===== src/rtl/sched_pkg.sv =====
// ----------------------------------------------------------------------------
// sched_pkg
// Shared types and helpers for the timed round-robin scheduler.
//   sched_state_e : two-state session FSM encoding (IDLE / GRANT)
//   idx_w()       : width of an index into a set of n items (at least 1 bit)
// ----------------------------------------------------------------------------
package sched_pkg;

    typedef enum logic {
        IDLE  = 1'b0,
        GRANT = 1'b1
    } sched_state_e;

    // Width needed to hold values 0..n-1; never returns 0 so that a
    // degenerate count still yields a legal vector width.
    function automatic int idx_w(input int n);
        return (n > 1) ? $clog2(n) : 1;
    endfunction

endpackage : sched_pkg


===== src/rtl/rr_pick.sv =====
// ----------------------------------------------------------------------------
// rr_pick
// Combinational round-robin picker. Finds the first set request bit in the
// order ptr, ptr+1, ..., N-1, 0, ..., ptr-1.
// Ports:
//   req     [N]   request vector
//   ptr     [IW]  highest-priority index (must be < N)
//   pick    [N]   one-hot winner, all-zero when no request
//   pick_id [IW]  index of the winner, 0 when no request
//   any           high when any request bit is set
// ----------------------------------------------------------------------------
module rr_pick
    import sched_pkg::*;
#(
    parameter int N  = 4,
    parameter int IW = idx_w(N)
) (
    input  logic [N-1:0]  req,
    input  logic [IW-1:0] ptr,
    output logic [N-1:0]  pick,
    output logic [IW-1:0] pick_id,
    output logic          any
);

    // Concatenating the request vector with itself and shifting right by ptr
    // puts the search order into bit order: bit 0 of the window is req[ptr],
    // bit N-1 is req[ptr-1] after wrap.
    logic [2*N-1:0] dbl;
    logic [N-1:0]   win;
    logic [N:0]     seen;
    logic [N-1:0]   first;
    logic [IW-1:0]  off;
    logic [IW:0]    sum;
    logic [IW:0]    sum_wrapped;

    assign dbl = {req, req};
    assign win = N'(dbl >> ptr);

    // Lowest set bit of the window via a running "already seen" chain.
    assign seen[0] = 1'b0;
    generate
        for (genvar gi = 0; gi < N; gi++) begin : g_first
            assign seen[gi+1] = seen[gi] | win[gi];
            assign first[gi]  = win[gi] & ~seen[gi];
        end
    endgenerate

    always_comb begin
        off = '0;
        for (int i = 0; i < N; i++) begin
            if (first[i]) begin
                off = IW'(i);
            end
        end
    end

    // Map the window offset back to an absolute index, modulo N.
    assign sum         = {1'b0, ptr} + {1'b0, off};
    assign sum_wrapped = (sum >= (IW+1)'(N)) ? (sum - (IW+1)'(N)) : sum;

    assign any     = |req;
    assign pick_id = any ? sum_wrapped[IW-1:0] : '0;

    generate
        for (genvar gi = 0; gi < N; gi++) begin : g_pick
            assign pick[gi] = any && (pick_id == IW'(gi));
        end
    endgenerate

endmodule : rr_pick


===== src/rtl/timed_rr_scheduler.sv =====
// ----------------------------------------------------------------------------
// timed_rr_scheduler
// Session-based round-robin arbiter for one shared resource. A grant is held
// until the owner pulses done, drops its request, or the hold watchdog runs
// out after MAX_HOLD grant cycles. Every release is followed by one idle
// cycle before the next arbitration.
// Ports:
//   clk       clock, rising edge
//   rst       synchronous active-high reset
//   req  [N]  per-requester request level
//   done      session-finished strobe from the current owner
//   grant[N]  registered one-hot select, zero when idle
//   grant_id  index of the current owner, 0 when idle
//   busy      high while a grant is active
//   timeout   one-cycle pulse when the watchdog ends a session
// ----------------------------------------------------------------------------
module timed_rr_scheduler
    import sched_pkg::*;
#(
    parameter int N        = 4,
    parameter int MAX_HOLD = 16
) (
    input  logic                  clk,
    input  logic                  rst,
    input  logic [N-1:0]          req,
    input  logic                  done,
    output logic [N-1:0]          grant,
    output logic [idx_w(N)-1:0]   grant_id,
    output logic                  busy,
    output logic                  timeout
);

    localparam int IW = idx_w(N);
    localparam int HW = idx_w(MAX_HOLD);

    sched_state_e  state_q;
    logic [IW-1:0] ptr_q;
    logic [HW-1:0] hold_cnt_q;
    logic [N-1:0]  grant_q;
    logic [IW-1:0] grant_id_q;
    logic          busy_q;
    logic          timeout_q;

    logic [N-1:0]  pick;
    logic [IW-1:0] pick_id;
    logic          pick_any;

    logic          owner_req;
    logic          hold_expired;
    logic          release_d;
    logic          wd_fire_d;
    logic [IW-1:0] ptr_d;

    rr_pick #(
        .N  (N),
        .IW (IW)
    ) u_pick (
        .req     (req),
        .ptr     (ptr_q),
        .pick    (pick),
        .pick_id (pick_id),
        .any     (pick_any)
    );

    always_comb begin
        owner_req    = req[grant_id_q];
        hold_expired = (hold_cnt_q == HW'(MAX_HOLD - 1));
        release_d    = done | ~owner_req | hold_expired;
        // done wins a tie with the watchdog: that is a normal finish.
        wd_fire_d    = hold_expired & ~done & owner_req;
        ptr_d        = (grant_id_q == IW'(N - 1)) ? '0 : grant_id_q + 1'b1;
    end

    always_ff @(posedge clk) begin
        if (rst) begin
            state_q    <= IDLE;
            ptr_q      <= '0;
            hold_cnt_q <= '0;
            grant_q    <= '0;
            grant_id_q <= '0;
            busy_q     <= 1'b0;
            timeout_q  <= 1'b0;
        end else begin
            timeout_q <= 1'b0;
            case (state_q)
                IDLE: begin
                    if (pick_any) begin
                        grant_q    <= pick;
                        grant_id_q <= pick_id;
                        busy_q     <= 1'b1;
                        hold_cnt_q <= '0;
                        state_q    <= GRANT;
                    end
                end
                GRANT: begin
                    if (release_d) begin
                        grant_q    <= '0;
                        grant_id_q <= '0;
                        busy_q     <= 1'b0;
                        ptr_q      <= ptr_d;
                        timeout_q  <= wd_fire_d;
                        state_q    <= IDLE;
                    end else begin
                        hold_cnt_q <= hold_cnt_q + 1'b1;
                    end
                end
                default: begin
                    state_q <= IDLE;
                end
            endcase
        end
    end

    assign grant    = grant_q;
    assign grant_id = grant_id_q;
    assign busy     = busy_q;
    assign timeout  = timeout_q;

endmodule : timed_rr_scheduler


===== config.mk =====
export PLATFORM = sky130hd
export DESIGN_NAME = timed_rr_scheduler
export DESIGN_NICKNAME = d
export VERILOG_FILES = /design/src/rtl/sched_pkg.sv /design/src/rtl/rr_pick.sv /design/src/rtl/timed_rr_scheduler.sv
export SDC_FILE = /design/constraint.sdc
export NUM_CORES = 1
export LEC_CHECK = 0
export ABC_CLOCK_PERIOD_IN_PS = 2100
export CAP_MARGIN = 20
export CORE_UTILIZATION = 54
export CTS_BUF_LIST = sky130_fd_sc_hd__clkbuf_8
export CTS_CLUSTER_SIZE = 30
export DETAILED_ROUTE_END_ITERATION = 7
export GPL_TIMING_DRIVEN = 0
export PLACE_DENSITY_LB_ADDON = 0.15
export SLEW_MARGIN = 0
export SYNTH_ARGS = -nofsm -noshare
export SYNTH_HDL_FRONTEND = slang
export SYNTH_SLANG_ARGS = --single-unit

===== constraint.sdc =====
create_clock -name clk -period 2.1 [get_ports clk]
set_input_delay 0.315 -clock clk [delete_from_list [all_inputs] [get_ports clk]]
set_output_delay 0.315 -clock clk [all_outputs]
set_load 0.01 [all_outputs]

# --- Yosys cells after proc, flatten, opt, wreduce, memory -nomap -nowiden ---
# Index checks and enable logic that the tools add are counted.
totals:
  reg_bits: 15
  in_bits: 7
  out_inout_bits: 8
op_classes:
  add_sub_neg: 4
  order_cmp: 2
  eq_ne: 8
  shifts: 1
  muxes: 23
  n_bitwise: 16
  reduce_logical: 10
op_table:
  columns: ["operator", "count"]
  rows:
  - ["2-to-1 mux 4 bit", 4]
  - ["one-hot mux 4 bit (2 select lines)", 2]
  - ["2-to-1 mux 2 bit", 7]
  - ["right shift 8 x 2 -> 4 bit", 1]
  - ["inverter 1 bit", 7]
  - ["== test 2 bit, second input constant", 3]
  - ["2-to-1 mux 1 bit", 6]
  - ["AND reduction 2 bit", 3]
  - ["bitwise AND 1 bit", 5]
  - ["adder 4 x 1 -> 4 bit, second input constant", 1]
  - ["== test 4 bit, second input constant", 1]
  - ["logical AND 1 bit", 4]
  - ["inequality test 2 x 1 -> 1 bit, second input constant", 2]
  - ["OR 1 bit", 4]
  - ["one-hot mux 1 bit (2 select lines)", 2]
  - ["one-hot mux 2 bit (2 select lines)", 1]
  - ["OR reduction 4 bit", 1]
  - ["adder 2 x 2 -> 3 bit", 1]
  - [">= comparator 3 bit, second input constant", 1]
  - ["less-than comparator 2 x 3 -> 1 bit, second input constant", 1]
  - ["OR reduction 3 bit", 1]
  - ["adder 2 x 1 -> 2 bit, second input constant", 1]
  - ["binary-select mux 1 bit (select 2 bit)", 1]
  - ["== test 2 x 1 -> 1 bit, second input constant", 1]
  - ["other kinds (3)", 3]

# --- Logic depth before layout (Yosys ltp) ---
depth:
  depth_word: 14
  ltp_mapped: 10
  depth_no_buf: 9

# --- Cells and area by module ---
# A second synthesis with hierarchy kept.
unflattened:
  hier_cells: 125
  area_unflattened_um2: 1057.3
by_module_without_submodules:
  columns: ["mod", "n_inst", "cells_per_inst", "area_per_inst_um2", "seq_area_each_um2"]
  rows:
  - ["timed_rr_scheduler", 1, 88, 762.0, 300.3]
  - ["rr_pick", 1, 37, 295.3, 0.0]

# --- Worst setup path before layout ---
# Ideal clock, no wire load.
synth_path:
  path_kind: "register -> register"
  from: "register ptr_q[0]"
  to: "register grant_q[0] (netlist: grant[0])"
  setup_time_ps: 62
  arrival_ps: 1828
  t_required_ps: 2038
  slack_ps: 210
  stages_incl_launch_ff: 9
  synth_period_minus_slack_ps: 1890
  cell_sequence: "dfxtp_1 > clkbuf_1 > nor2_1 > a221oi_1 > o21ai_0 > ha_1 > nor4_1 > o21ai_0 > nand3_1"
synth_between:
  elab_chain_cells: 14
  word_cells_on_any_way: 21
  classes_between: "2 x add/sub; 1 x order compare; 1 x shift; 7 x mux; 8 x bitwise; 2 x reduce/logical"
synth_rtl:
  columns: ["element", "line_no", "text"]
  rows:
  - ["start: declaration", "timed_rr_scheduler.sv:37", "logic [IW-1:0] ptr_q;"]
  - ["start signal: assignment", "timed_rr_scheduler.sv:100", "ptr_q <= ptr_d;"]
  - ["right shift 8 x 2 -> 4 bit", "rr_pick.sv:37", "assign win = N'(dbl >> ptr);"]
  - ["inverter 1 bit / OR 1 bit (equally long branches)", "rr_pick.sv:44, rr_pick.sv:43", null]
  - ["bitwise AND 1 bit, or another cell as far along", "rr_pick.sv:44", "assign first[gi] = win[gi] & ~seen[gi];"]
  - ["2-to-1 mux 1 bit, or another cell as far along", "rr_pick.sv:51", "if (first[i]) begin"]
  - ["2-to-1 mux 2 bit / bitwise AND 1 bit (equally long branches)", "rr_pick.sv:51, rr_pick.sv:44", null]
  - ["2-to-1 mux 2 bit", "rr_pick.sv:51", null]
  - ["adder 2 x 2 -> 3 bit *", "rr_pick.sv:58", "assign sum = {1'b0, ptr} + {1'b0, off};"]
  - [">= comparator 3 bit / subtractor 2 x 1 -> 2 bit (equally long branches)", "rr_pick.sv:59", "assign sum_wrapped = (sum >= (IW+1)'(N)) ? (sum - (IW+1)'(N)) : sum;"]
  - ["2-to-1 mux 2 bit *", "rr_pick.sv:59", null]
  - ["2-to-1 mux 2 bit *", "rr_pick.sv:62", "assign pick_id = any ? sum_wrapped[IW-1:0] : '0;"]
  - ["zero test 2 bit *", "rr_pick.sv:66", "assign pick[gi] = any && (pick_id == IW'(gi));"]
  - ["logical AND 1 bit *", "rr_pick.sv:66", null]
  - ["2-to-1 mux 4 bit *", "timed_rr_scheduler.sv:87", "if (pick_any) begin"]
  - ["one-hot mux 4 bit (2 select lines) *", "timed_rr_scheduler.sv:85", "case (state_q)"]
  - ["end signal: assignment", "timed_rr_scheduler.sv:88", "grant_q <= pick;"]
  - ["end: declaration", "timed_rr_scheduler.sv:39", "logic [N-1:0] grant_q;"]
# Mark *: on every way between the ends. The rest lies on a longest branch, timed or not. The select of a mux whose other input is x is not followed.
# A chain may end at the register's enable or synchronous reset.

# --- Worst setup path in the final report ---
layout_path:
  from: "register ptr_q[0]"
  to: "register grant_q[3] (netlist: grant[3])"
layout_between:
  elab_chain_cells: 14
  word_cells_on_any_way: 21
  classes_between: "2 x add/sub; 1 x order compare; 1 x eq/ne; 1 x shift; 7 x mux; 8 x bitwise; 1 x reduce/logical"
layout_rtl:
  columns: ["element", "line_no"]
  rows:
  - ["right shift 8 x 2 -> 4 bit", "rr_pick.sv:37"]
  - ["inverter 1 bit / OR 1 bit (equally long branches)", "rr_pick.sv:44, rr_pick.sv:43"]
  - ["bitwise AND 1 bit, or another cell as far along", "rr_pick.sv:44"]
  - ["2-to-1 mux 1 bit, or another cell as far along", "rr_pick.sv:51"]
  - ["2-to-1 mux 2 bit / bitwise AND 1 bit (equally long branches)", "rr_pick.sv:51, rr_pick.sv:44"]
  - ["2-to-1 mux 2 bit", "rr_pick.sv:51"]
  - ["adder 2 x 2 -> 3 bit *", "rr_pick.sv:58"]
  - [">= comparator 3 bit / subtractor 2 x 1 -> 2 bit (equally long branches)", "rr_pick.sv:59"]
  - ["2-to-1 mux 2 bit *", "rr_pick.sv:59"]
  - ["2-to-1 mux 2 bit *", "rr_pick.sv:62"]
  - ["== test 2 bit *", "rr_pick.sv:66"]
  - ["logical AND 1 bit *", "rr_pick.sv:66"]
  - ["2-to-1 mux 4 bit *", "timed_rr_scheduler.sv:87"]
  - ["one-hot mux 4 bit (2 select lines) *", "timed_rr_scheduler.sv:85"]
# Marked as above.

==> flow_summary.yaml <==
timing:
  setup_viol: 0
  final_hold_viol_count: 0
  holdWs_ns: 0.487
  fin_setup_tns_ns: 0
  setup_ws_ns: 0.138
  maxSlewHeadroom_pct: 66.2
  min_period_ns: 1.96
  fin_worst_skew_ns: 0.000649
  drv_slew: 0
  max_freq_mhz: 510
  period_share_pct: 93.4
  tightest_slew_ns: 0.506
  rsz0062_at_grt: "true"
flow_run:
  cap_violations: 0
synth:
  ys_ff_latch: 15
  yosysUniqueCellTypes: 36
  synth_seq_area_share_pct: 31.9
  synth-main-ff-cell: "dfxtp_1"
  synthCells: 115
  synth_edf_count: 0
  async_flop_share_pct: 0
  syn_area_sq_um: 941
  yosysWarnings: 0
  synthesis.nets: 125
  post_synth.cell_area_avg_sq_um: 8.18
die:
  die_w_microns: 43.7
  dieArea_sq_mm: 0.00191
  ios: 15
  placementRows: 14
  core_sq_mm: 0.00156
  initial_core_util_pct: 60.4
  die_h_microns: 43.7
final_layout:
  fillers: 124
  areaGrowthSynthToFinish_pct: 25.3
  layoutNonFillerInstCount: 146
  drive_gt1_share_pct: 16.9
  layout.nets: 141
  antenna_cells: 0
  stdcell_area_sq_mm: 0.00118
  final_util_pct: 75.6
power_and_ir_drop:
  p_sw_mw: 0.262
  combPwrFrac_pct: 30.4
  p_leak_nw: 0.460
  total_power_mw: 0.825
  p_per_area_mw_per_mm2: 700
  switching_share_pct: 31.8
  ir_worst_vdd_mv: 0.465
  p_int_mw: 0.563
  power.share.clock_pct: 28.5
  p_seq_share_pct: 41.1
clocking:
  root_buffer: "clkbuf_8"
  cts_buffer_depth: 2
  clk_latency_ns: 0.25
  tritoncts: "done"
  clock_sinks: 15
  cts.clk_slew.worst_paths_ns: 0.06
  htreeDepth: 1
  cts_buffers: 3
routing:
  drt_pass1_iterations: 6
  postRouteAntennaNets: 0
  vias_per_cell: 6.34
  vias: 926
  wire_per_inst_microns: 15.0
  drt_iter0_drc: 27
  drc: 1
  finalWirelength_microns: 2190
global_route:
  antenna_found_initial: 0
  grt_max_degree: 11
  grt_usage_pct: 26.7
  overflow: 0
  grt_pass1_vias: 847
  grt_pass1_wl_microns: 3650
critical_path:
  crit_arrival_ns: 2.09
  crit_family: "compound AO/OA/AOI/OAI gates"
  crit_type: "flip-flop to flip-flop"
  critPathCaptureType: "flip-flop"
  cp_max_fo: 10
  worstPathCellList: "clkbuf_4 -> o311a_2 -> o21ai_2 -> ha_2 -> xor2_1 -> nor3_1 -> o21ai_0 -> nand3_1"
  slowest_stage: "o311a_2"
  max_stage_delay_ns: 0.40
  worstPathRequired_ns: 2.23
  critPathLaunchType: "flip-flop"
  path_buf_inv: 1
placement:
  placed_cell_area_sq_mm: 0.00108
  io_buffers: 12
  dp_cells: 143
  routabilityCongestion: 0.816
  dpl.hpwl_microns: 1530
  dp_slack_ns: -0.427
run_status:
  status: "finished with violations"
  violations: "design-rule violations"
hold_path:
  hp-class: "flip-flop to flip-flop"
tightest hold or removal path: stages (launching register included):
cell and delay (ns):
dfxtp_1 0.31, nand3_1 0.06, nand3_1 0.06
cells in the mapped netlist, types with 3 or more instances:
master    count  share of area, %
a21oi_1       4               2.1
buf_6         3               3.6
clkbuf_1      3               1.2
dfxtp_1      15                32
ha_1          3               4.0
mux2i_1       5               5.3
nand2_1       5               2.0
nand3_1      18               9.6
nor2_1       12               4.8
nor2b_1       3               2.0
nor3_1        6               3.2
nor4_1        3               2.0
o21ai_0       5               2.7
routing by layer:
| metal | part of all wire, % | GRT usage [%] | up-vias | wire (microns) |
|---|---|---|---|---|
| li1 | - | - | 459 | - |
| met1 | 42 | 31.8 | 431 | 929 |
| met2 | 50 | 44.8 | 28 | 1100 |
| met3 | 4.2 | 5.00 | 8 | 93 |
| met4 | 3.3 | 15.0 | 0 | 72 |
| met5 | 0 | 0 | - | 0 |
sequential cells by signal (all words and copies together) (netlist names):
name and flops:
state_q 1, grant_id 2, grant 4, busy 1, hold_cnt_q 4, timeout 1, ptr_q 2
cell families after synthesis:
family	after synthesis	share of synthesized area [%]
xor gates and xnor gates	3	2.79
DFF	15	31.9
AOI/OAI and AO/OA	22	18.2
buffers and inverters	8	5.59
muxes	5	5.32
and+or+nand+nor	59	32.2
adders and majority gates	3	3.99
cells in the final DEF, fill, tap and decap left out, types with 2 or more instances in the layout:
cell type and count:
a21oi_1 4, a31oi_1 2, buf_6 3, clkbuf_8 3, clkdlybuf4s50_1 10, dfxtp_1 14
dlygate4sd2_1 2, ha_1 2, inv_1 2, mux2i_1 5, nand2_1 5, nand3_1 18
nand3b_1 2, nand4_1 2, nor2_1 12, nor2b_1 3, nor3_1 6, o21ai_0 3
or2_2 2, or3_1 2, xor2_1 2
worst paths after layout:
kind,start,endpoint,slack (ns),cells past startpoint
max,ptr_q[0],grant[3],0.14,8
min,grant[2],grant[2],0.49,2
min reg2reg,grant[2],grant[2],0.49,2
max reg2reg,ptr_q[0],grant[3],0.14,8
layout make-up:
class                           count  area (sq um)  area share [%]
Clock buffer                        3          41.3            3.50
Buffer                              5          45.0            3.82
Inverter                            2          7.51           0.637
Multi-Input combinational cell     92           641            54.4
Timing Repair Buffer               12           118            9.98
Sequential cell                    15           302            25.6
Clock inverter                      1          5.00           0.425
Tap cell                           16          20.0            1.70
power groups by stage:
stage	combinational, mW	sequential [mW]	clock, mW
6_report	0.250	0.339	0.235
5_1_grt	0.273	0.343	0.248
4_1_cts	0.232	0.332	0.236
3_5_place_dp	0.225	0.338	0
3_3_place_gp	0.219	0.337	0
2_1_floorplan	0.141	0.343	0
what timing repair did:
item,CTS,global route
pin swaps,0,4
setup endpoints to repair,4,5
buffers inserted,0,0
resized for setup,5,11
hold buffers,0,0
Note: power is estimated with default switching activity, not from simulation.
==> patch (same flow settings) <==
Put one more register stage on the output `timeout`, without a reset. The value now appears one clock later. The other outputs are not delayed to match. Comments in the files are not updated.
--- a/src/rtl/timed_rr_scheduler.sv
+++ b/src/rtl/timed_rr_scheduler.sv
@@ -115,5 +115,7 @@
     assign grant_id = grant_id_q;
     assign busy     = busy_q;
-    assign timeout  = timeout_q;
+    always_ff @(posedge clk) begin
+        timeout <= timeout_q;
+    end
 
 endmodule : timed_rr_scheduler
Behaviour: same outputs for any inputs over 10 cycles, from zero or initial values and one cycle with rst high; that may be too few to reach the edited logic, so the function may still have changed.
==> patch against the original RTL <==
- worst setup slack worse by 0.037 ns
- cell area is 6.4% higher
- sequential cell count is 1 higher
- area after synthesis is 3.1% higher
- clock power is 17% higher
- power is 14% higher
- critical endpoint unchanged
- routed wire length is 9.0% higher
==> patch: results (changes against the original RTL) <==
Min path
  • Hold Crit Depth: 0 (-2)
  • Min-delay src: timeout_q$_SDFF_PP0_
  • Min-Delay Endpoint: timeout$_DFF_P_

Final layout
  • Layout fillers: 112 (-9.7%)
  • Layout cells sized above 1: 22.31% (+5.4 points)

Power
  • Switching share of power: 31.41% (-0.39 points)
  • Leak: 0.0004802 µW (+4.3%)
  • Worst vdd ir: 492.6 µV (+5.9%)

Synthesis
  • Synth cell types: 41 (+14%)
  • Mapped Avg Cell Area: 8.506 µm² (+4.0%)
  • Synth top area cells: dfxtp_1 (33%), nand3_1 (9.3%), nor2_1 (4.6%), ha_1 (3.9%), nor4b_1 (2.7%)
  • Primary FF master, synth: dfxtp_1
  • Post-synth top cells: nand3_1 (18), dfxtp_1 (16), nor2_1 (12)
  • Seq/Total Area, Yosys: 33.03% (+1.1 points)
  • Net count after synthesis: 124 (-0.80%)

STA
  • Worst Clk Skew: 0.002448 ns (+0.001799 ns)
  • WHS: 0.3300 ns (-0.1565 ns)
  • Final period util: 95.19% (+1.8 points)
  • Worst slew pin tran: 0.6275 ns (+0.1210 ns)

Global route
  • Routing usage on met3: 6.122% (+1.1 points)
  • M1 GR Usage: 28.86% (-2.9 points)
  • Largest net degree at the start of global routing: 11 (unchanged)
  • Overall global routing resource usage: 25.85% (-0.83 points)
  • M2 GR Usage: 44.12% (-0.66 points)
  • Vias in the first global route: 921 (+8.7%)
  • First-pass GRT wire length: 3691 µm (+1.1%)

Critical path
  • CP max stage cell: dfxtp_2
  • R2R setup slack: 0.10 ns (-0.04 ns)
  • Cell family with most CP delay: simple AND/OR/NAND/NOR gates
  • Worst EP arrival: 2.20 ns (+0.11 ns)
  • Worst path max stage delay: 0.34 ns (-0.06 ns)
  • Worst-case reg-to-reg path depth: 9 (+1)

Place
  • HPWL Detailed: 1543 µm (+0.67%)
  • Placed Area: 0.001120 mm² (+3.6%)
  • Cell count after placement: 150 (+4.9%)
  • GP Congestion: 0.8096 (-0.75%)
  • Pre-CTS WS: -0.4771 ns (-0.05039 ns)

Routing
  • Final wirelength: 2390 µm (+9.0%)
  • Met1 wire length: 1059 µm (+14%)
  • Routed wl met3: 103 µm (+11%)
  • Routed len/inst: 15.52 µm (+3.4%)
  • Vias: 977 (+5.5%)
  • DRT Pass-1 Iters: 4 (-2)
  • Iter 0 DRT Violations: 33 (+22%)
  • Metal2 WL: 1177 µm (+7.2%)

Clock tree
  • Clock transition at path regs: 0.06 ns (about the same)
  • # H-tree levels: 1 (unchanged)
  • CTS max path bufs: 2 (unchanged)
  • CTS resizes: 10 (+5)
  • CTS root buf: clkbuf_8

Run status
  • Status: completed
patch: cell type report:
| cell class | instances | area (µm²) | area share [%] |
|---|---|---|---|
| Buffer | 7 | 42.54 | 3.393 |
| Clock buffer | 4 | 55.05 | 4.391 |
| Inverter | 1 | 3.754 | 0.2994 |
| Multi-Input combinational cell | 90 | 679.4 | 54.19 |
| Sequential cell | 16 | 321.6 | 25.65 |
| Tap cell | 24 | 30.03 | 2.395 |
| Timing Repair Buffer | 12 | 121.4 | 9.681 |
patch: power groups by stage:
stage               registers [µW]  clock network, µW  logic [µW]
finish                         353                274         312
global route                   357                288         332
CTS                            351                276         282
detailed placement             357                  0         261
global placement               356                  0         253
floorplan                      364                  0         167
patch: cell families (layout without fill, tap and decap cells):
family,count (synthesis),count (layout),share of synthesized area (%)
multiplexers,3,3,3.741
AO/OA/AOI/OAI,25,25,21.42
flip-flops,16,16,33.03
AND/OR/NAND/NOR,55,55,30.07
buffers and inverters,8,24,4.257
XOR/XNOR,4,4,3.614
adder cells (fa/ha/maj),3,3,3.871
